### config.mk
export PLATFORM = sky130hd
export DESIGN_NAME = prga_swap_fsm
export DESIGN_NICKNAME = d
export VERILOG_FILES = /design/src/rtl/rc4_pkg.sv /design/src/rtl/prga_swap_fsm.sv
export SDC_FILE = /design/constraint.sdc
export NUM_CORES = 1
export LEC_CHECK = 0
export BUFFER_PORTS_ARGS = -buffer_cell sky130_fd_sc_hd__buf_4
export CORE_UTILIZATION = 54
export CTS_CLUSTER_SIZE = 14
export DETAILED_ROUTE_END_ITERATION = 6
export PLACE_DENSITY = 0.79
export SLEW_MARGIN = 20
export SYNTH_ARGS = -nofsm -noshare
export SYNTH_HDL_FRONTEND = slang
export SYNTH_SLANG_ARGS = --single-unit
### constraint.sdc
create_clock -name clk -period 2 [get_ports clk]
set_input_delay 0.1 -clock clk [delete_from_list [all_inputs] [get_ports clk]]
set_output_delay 0.1 -clock clk [all_outputs]
set_load 0.02 [all_outputs]
### src/rtl/rc4_pkg.sv
// Shared RC4 definitions: S-entry type, PRGA state encoding and default message length.
// Used by the KSA, PRGA and decryption stages.
package rc4_pkg;

    localparam int RC4_DATA_WIDTH = 8;
    localparam int RC4_MSG_DEP    = 32;

    typedef logic [RC4_DATA_WIDTH-1:0] s_byte_t;

    localparam logic [3:0] ST_IDLE   = 4'd0;
    localparam logic [3:0] ST_INC_I  = 4'd1;
    localparam logic [3:0] ST_RD_I   = 4'd2;
    localparam logic [3:0] ST_WAIT_I = 4'd3;
    localparam logic [3:0] ST_LAT_I  = 4'd4;
    localparam logic [3:0] ST_RD_J   = 4'd5;
    localparam logic [3:0] ST_WAIT_J = 4'd6;
    localparam logic [3:0] ST_LAT_J  = 4'd7;
    localparam logic [3:0] ST_WR_I   = 4'd8;
    localparam logic [3:0] ST_WR_J   = 4'd9;
    localparam logic [3:0] ST_AVAIL  = 4'd10;
    localparam logic [3:0] ST_DONE   = 4'd11;

    typedef enum logic [3:0] {
        PRGA_IDLE   = ST_IDLE,
        PRGA_INC_I  = ST_INC_I,
        PRGA_RD_I   = ST_RD_I,
        PRGA_WAIT_I = ST_WAIT_I,
        PRGA_LAT_I  = ST_LAT_I,
        PRGA_RD_J   = ST_RD_J,
        PRGA_WAIT_J = ST_WAIT_J,
        PRGA_LAT_J  = ST_LAT_J,
        PRGA_WR_I   = ST_WR_I,
        PRGA_WR_J   = ST_WR_J,
        PRGA_AVAIL  = ST_AVAIL,
        PRGA_DONE   = ST_DONE
    } prga_state_t;

endpackage

### src/rtl/prga_swap_fsm.sv
// RC4 PRGA front end: advances i/j, swaps S[i]/S[j] in S-RAM and hands the pair downstream.
// Optional macro PRGA_STALL_CNT_EN adds the stall_cycles output (AVAIL cycles without consume).
module prga_swap_fsm
    import rc4_pkg::*;
#(
    parameter int MSG_DEP    = RC4_MSG_DEP,
    parameter int DATA_WIDTH = RC4_DATA_WIDTH
) (
    input  logic                          clk,
    input  logic                          reset,
    input  logic                          start,
    output logic [DATA_WIDTH-1:0]         s_addr,
    output logic [DATA_WIDTH-1:0]         s_wrdata,
    output logic                          s_wren,
    input  logic [DATA_WIDTH-1:0]         s_rddata,
    output logic                          mem_grant,
    output logic [DATA_WIDTH-1:0]         s_i,
    output logic [DATA_WIDTH-1:0]         s_j,
    output logic                          s_j_available,
    input  logic                          consume,
    output logic [$clog2(MSG_DEP):0]      byte_idx,
    output logic                          done
`ifdef PRGA_STALL_CNT_EN
    ,
    output logic [15:0]                   stall_cycles
`endif
);

    localparam int              KW     = $clog2(MSG_DEP) + 1;
    localparam logic [KW-1:0]   K_LAST = KW'(MSG_DEP);

    logic [3:0]            r_state;
    logic [3:0]            w_state_nxt;
    logic [DATA_WIDTH-1:0] r_i;
    logic [DATA_WIDTH-1:0] r_j;
    logic [DATA_WIDTH-1:0] r_si;
    logic [DATA_WIDTH-1:0] r_sj;
    logic [KW-1:0]         r_k;
    logic [KW-1:0]         w_k_inc;
    logic                  w_start_ok;

    logic [DATA_WIDTH-1:0] w_addr;
    logic [DATA_WIDTH-1:0] w_wrdata;
    logic                  w_wren;
    logic                  w_grant;
    logic [DATA_WIDTH-1:0] w_s_i;
    logic [DATA_WIDTH-1:0] w_s_j;
    logic                  w_avail;
    logic                  w_done;

    assign w_k_inc    = r_k + KW'(1);
    assign w_start_ok = start && ((r_state == ST_IDLE) || (r_state == ST_DONE));

    // Next-state logic for the swap sequence
    always_comb begin
        w_state_nxt = r_state;
        case (r_state)
            ST_IDLE:   if (start) w_state_nxt = ST_INC_I; else w_state_nxt = ST_IDLE;
            ST_INC_I:  w_state_nxt = ST_RD_I;
            ST_RD_I:   w_state_nxt = ST_WAIT_I;
            ST_WAIT_I: w_state_nxt = ST_LAT_I;
            ST_LAT_I:  w_state_nxt = ST_RD_J;
            ST_RD_J:   w_state_nxt = ST_WAIT_J;
            ST_WAIT_J: w_state_nxt = ST_LAT_J;
            ST_LAT_J:  w_state_nxt = ST_WR_I;
            ST_WR_I:   w_state_nxt = ST_WR_J;
            ST_WR_J:   w_state_nxt = ST_AVAIL;
            ST_AVAIL: begin
                if (consume) begin
                    if (w_k_inc == K_LAST) w_state_nxt = ST_DONE;
                    else                   w_state_nxt = ST_INC_I;
                end else begin
                    w_state_nxt = ST_AVAIL;
                end
            end
            ST_DONE:   if (start) w_state_nxt = ST_INC_I; else w_state_nxt = ST_DONE;
            default:   w_state_nxt = ST_IDLE;
        endcase
    end

    // State register and i/j/k/S datapath
    always_ff @(posedge clk) begin
        if (reset) begin
            r_state <= ST_IDLE;
            r_i     <= '0;
            r_j     <= '0;
            r_si    <= '0;
            r_sj    <= '0;
            r_k     <= '0;
        end else begin
            r_state <= w_state_nxt;
            case (r_state)
                ST_IDLE, ST_DONE: begin
                    if (start) begin
                        r_i <= '0;
                        r_j <= '0;
                        r_k <= '0;
                    end
                end
                ST_INC_I: r_i <= r_i + DATA_WIDTH'(1);
                ST_LAT_I: begin
                    r_si <= s_rddata;
                    r_j  <= r_j + s_rddata;
                end
                ST_LAT_J: r_sj <= s_rddata;
                ST_AVAIL: if (consume) r_k <= w_k_inc;
                default: ;
            endcase
        end
    end

    // Moore output decode; the read address is held through the wait and latch
    // cycles so a registered-output RAM still presents the right word when captured.
    always_comb begin
        w_addr   = '0;
        w_wrdata = '0;
        w_wren   = 1'b0;
        w_grant  = 1'b0;
        w_s_i    = '0;
        w_s_j    = '0;
        w_avail  = 1'b0;
        w_done   = 1'b0;
        case (r_state)
            ST_RD_I, ST_WAIT_I, ST_LAT_I: w_addr = r_i;
            ST_RD_J, ST_WAIT_J, ST_LAT_J: w_addr = r_j;
            ST_WR_I: begin
                w_addr   = r_i;
                w_wrdata = r_sj;
                w_wren   = 1'b1;
            end
            ST_WR_J: begin
                w_addr   = r_j;
                w_wrdata = r_si;
                w_wren   = 1'b1;
            end
            ST_AVAIL: begin
                w_s_i   = r_sj;
                w_s_j   = r_si;
                w_avail = 1'b1;
                w_grant = 1'b1;
            end
            ST_DONE: w_done = 1'b1;
            default: ;
        endcase
    end

    assign s_addr        = w_addr;
    assign s_wrdata      = w_wrdata;
    assign s_wren        = w_wren;
    assign mem_grant     = w_grant;
    assign s_i           = w_s_i;
    assign s_j           = w_s_j;
    assign s_j_available = w_avail;
    assign done          = w_done;
    assign byte_idx      = r_k;

`ifdef PRGA_STALL_CNT_EN
    logic [15:0] r_stall;

    // Saturating count of AVAIL cycles the downstream stage left unconsumed
    always_ff @(posedge clk) begin
        if (reset) begin
            r_stall <= 16'h0000;
        end else if (w_start_ok) begin
            r_stall <= 16'h0000;
        end else if ((r_state == ST_AVAIL) && !consume && (r_stall != 16'hFFFF)) begin
            r_stall <= r_stall + 16'h0001;
        end else begin
            r_stall <= r_stall;
        end
    end

    assign stall_cycles = r_stall;
`endif

endmodule

==> impl_metrics.toml <==
[clock_network]
clk_path_buf_depth = 2
clkSinkCount = 42
post_cts_buffers = 0
root_buffer = "clkbuf_8"
cts_made_buffers = 5
worst_skew_pair.late_latency_ns = 0.31
tritoncts = "done"
h-tree-depth = 2
clk_pin_slew_ns = 0.08
cts_hold_buf = 0

[synthesis]
syn-num-nets = 340
ys.flop_type = "dfxtp_1"
synth_edf_count = 0
avgSynthCellArea_um2 = 7.90
ys_seq_elements = 42
synth-seq-area-share = 0.335
yosysWarnings = 0
syn_inst = 318
synth_area_um2 = 2510
postSynth.asyncResetShare = 0
yosys.cell_types.count = 51

[die]
row_count = 24
core_area_um2 = 4410
io_pins = 54
die_w_um = 70.2
die_h_um = 70.2
initial_core_util = 0.569
die_area_um2 = 4930

[detailed_routing]
drc = 0
finalWirelength_mm = 6.27
drt-initial-drc-count = 123
via_per_inst = 5.74
first_pass_iters = 4
ant_nets = 0
wl_per_cell_um = 14.7
vias = 2445

[global_routing]
overflow = 0
grt_pass1_wl_mm = 10.9
grt_use_total = 0.276
grt_pass1_vias = 2425
antenna_found_initial = 0
grt_max_degree = 35

[timing]
min_period_ns = 1.91
holdWs_ns = 0.0515
post-route-period-util = 0.957
setup_violations = 0
relSlewSlack = 0.665
finalSetupTns_ns = 0
finClkSkew_ns = 0.0111
timing.fmax_mhz = 523
hold_viol = 0
rsz0062_at_grt = "no"
tightest_slew_ns = 0.502
drv_slew = 0

[worst_setup_path]
crit_family = "compound AO/OA/AOI/OAI gates"
slowest_delay_ns = 0.41
worstPathRequired_ns = 2.20
worst_setup_path_start_kind = "flip-flop"
crit_buf_inv = 0
critPathSlowestCell = "dfxtp_1"
cp_max_fo = 4
worstPathArrival_ns = 2.11
crit_top_cell = "a211o_1"
path_cells = "ha_1, a211o_1, a211oi_1, o211ai_1, and4b_1, a211o_1"
end_kind = "flip-flop"
path_class = "reg -> reg"

[finish]
design_area_um2 = 3090
stdcell_count = 426
fin_nets = 395
drive_gt1_frac = 0.219
antenna_cells = 0
seq_area_um2 = 842
n_fill_cell = 381
synthToLayoutAreaGrowth_pct = 23.0
multi_input_area_um2 = 1570

[run_status]
status = "complete, no violations"

[flow_run]
drv_cap = 0

[place]
dp_cells = 418
place.gp.congestion = 0.857
dpl-instance-area_um2 = 2990
numPortBuffers = 53
dp_hpwl_mm = 4.57

[power_and_ir_drop]
power_leakage_nw = 1.31
max-vdd-ir-drop_v = 0.000393
p_per_area_nw_per_um2 = 549
finalPower_mw = 1.70

[hold_path]
hp-class = "in -> reg"
[Yosys cell counts (all sizes together), types with 2 or more instances]
library cell | count | area share
a21oi | 32 | 0.064
and3 | 3 | 0.0075
nand3 | 10 | 0.020
a22o | 8 | 0.028
nor2b | 6 | 0.015
nand2b | 6 | 0.015
a311oi | 2 | 0.0070
clkbuf | 8 | 0.012
inv | 6 | 0.0090
o21ai | 12 | 0.025
a211o | 2 | 0.0070
nand4 | 5 | 0.012
buf | 10 | 0.021
ha | 9 | 0.045
nand2 | 57 | 0.085
dfxtp | 42 | 0.33
mux2i | 10 | 0.040
and2 | 17 | 0.042
a32oi | 2 | 0.0070
a21o | 4 | 0.012
a22oi | 3 | 0.0090
nor4b | 2 | 0.015
nor3 | 4 | 0.0080
xnor2 | 4 | 0.014
a211oi | 3 | 0.0090
xor2 | 6 | 0.021
o21a | 2 | 0.0060
nor3b | 3 | 0.0090
nor2 | 24 | 0.036
[registers in the layout, summed over array words and instances (netlist names)]
| signal | cells |
|---|---|
| byte_idx | 6 |
| r_i | 8 |
| r_j | 8 |
| r_si | 8 |
| r_sj | 8 |
| r_state | 4 |
[routing by layer]
metal  global-route usage  wire length, um  vias to the layer above
met1                0.346             2890                     1143
met2                0.457             3000                       54
met5                    0                0                        -
met3               0.0577              242                       13
met4                0.120              142                        0
li1                     -                -                     1235
[tightest hold or removal path: cells and delay by family]
family | cells | cell delay, ns
buf+inv | 1 | 0.12
compound gates | 1 | 0.05
simple gates | 1 | 0.05
[logic make-up (layout without fill, tap and decap cells)]
family	count (synthesis)	in the layout	synth area share
adders and majority gates	10	10	0.0528
muxes	10	10	0.0399
buffers and inverters	24	80	0.0423
AOI/OAI and AO/OA	81	81	0.212
and+or+nand+nor	141	141	0.284
xor gates and xnor gates	10	10	0.0349
DFF	42	42	0.335
[placed cells by master, fill, tap and decap left out, types with 9 or more instances in the layout]
master / count
ha_1: 9
nand2_1: 56
nor2_1: 24
mux2i_1: 10
o21ai_0: 9
buf_4: 66
a21oi_1: 32
and2_1: 16
dfxtp_1: 41
nand3_1: 10
[power by group]
group / switching (mW) / internal, mW / leakage, nW
clock: 0.311 / 0.279 / 0.0482
sequential: 0.0223 / 0.850 / 0.339
combinational: 0.136 / 0.0981 / 0.923
[stage by stage]
stage,setup WS (ns),util
after floorplan,0.236,-
after global placement,0.184,0.677
after detailed placement,0.119,0.677
after CTS,0.0451,0.698
after global routing,0.0134,0.700
final,0.0869,0.700
[final cells by class]
| cell class | count | share of cell area |
|---|---|---|
| multi-input combinational | 252 | 0.509 |
| sequential | 42 | 0.273 |
| timing repair buffer | 66 | 0.160 |
| clock buffer | 7 | 0.0280 |
| tap | 52 | 0.0211 |
| inverter | 6 | 0.00729 |
| clock inverter | 1 | 0.00162 |
[worst paths after layout]
kind	start	end	slack, ns	depth (start not counted)
hold / removal	s_rddata[6]	r_sj[6]	0.05	3
setup reg to reg	r_j[1]	r_j[7]	0.09	6
hold reg to reg	r_si[5]	r_si[5]	0.47	2
setup / recovery	r_j[1]	r_j[7]	0.09	6
[repair_timing]
item | CTS | global route
endpoints found under the setup margin | 1 | 9
hold endpoints to repair | 0 | 0
pin swaps | 0 | 1
resized for setup | 1 | 4
(Power assumes the default switching activity.)
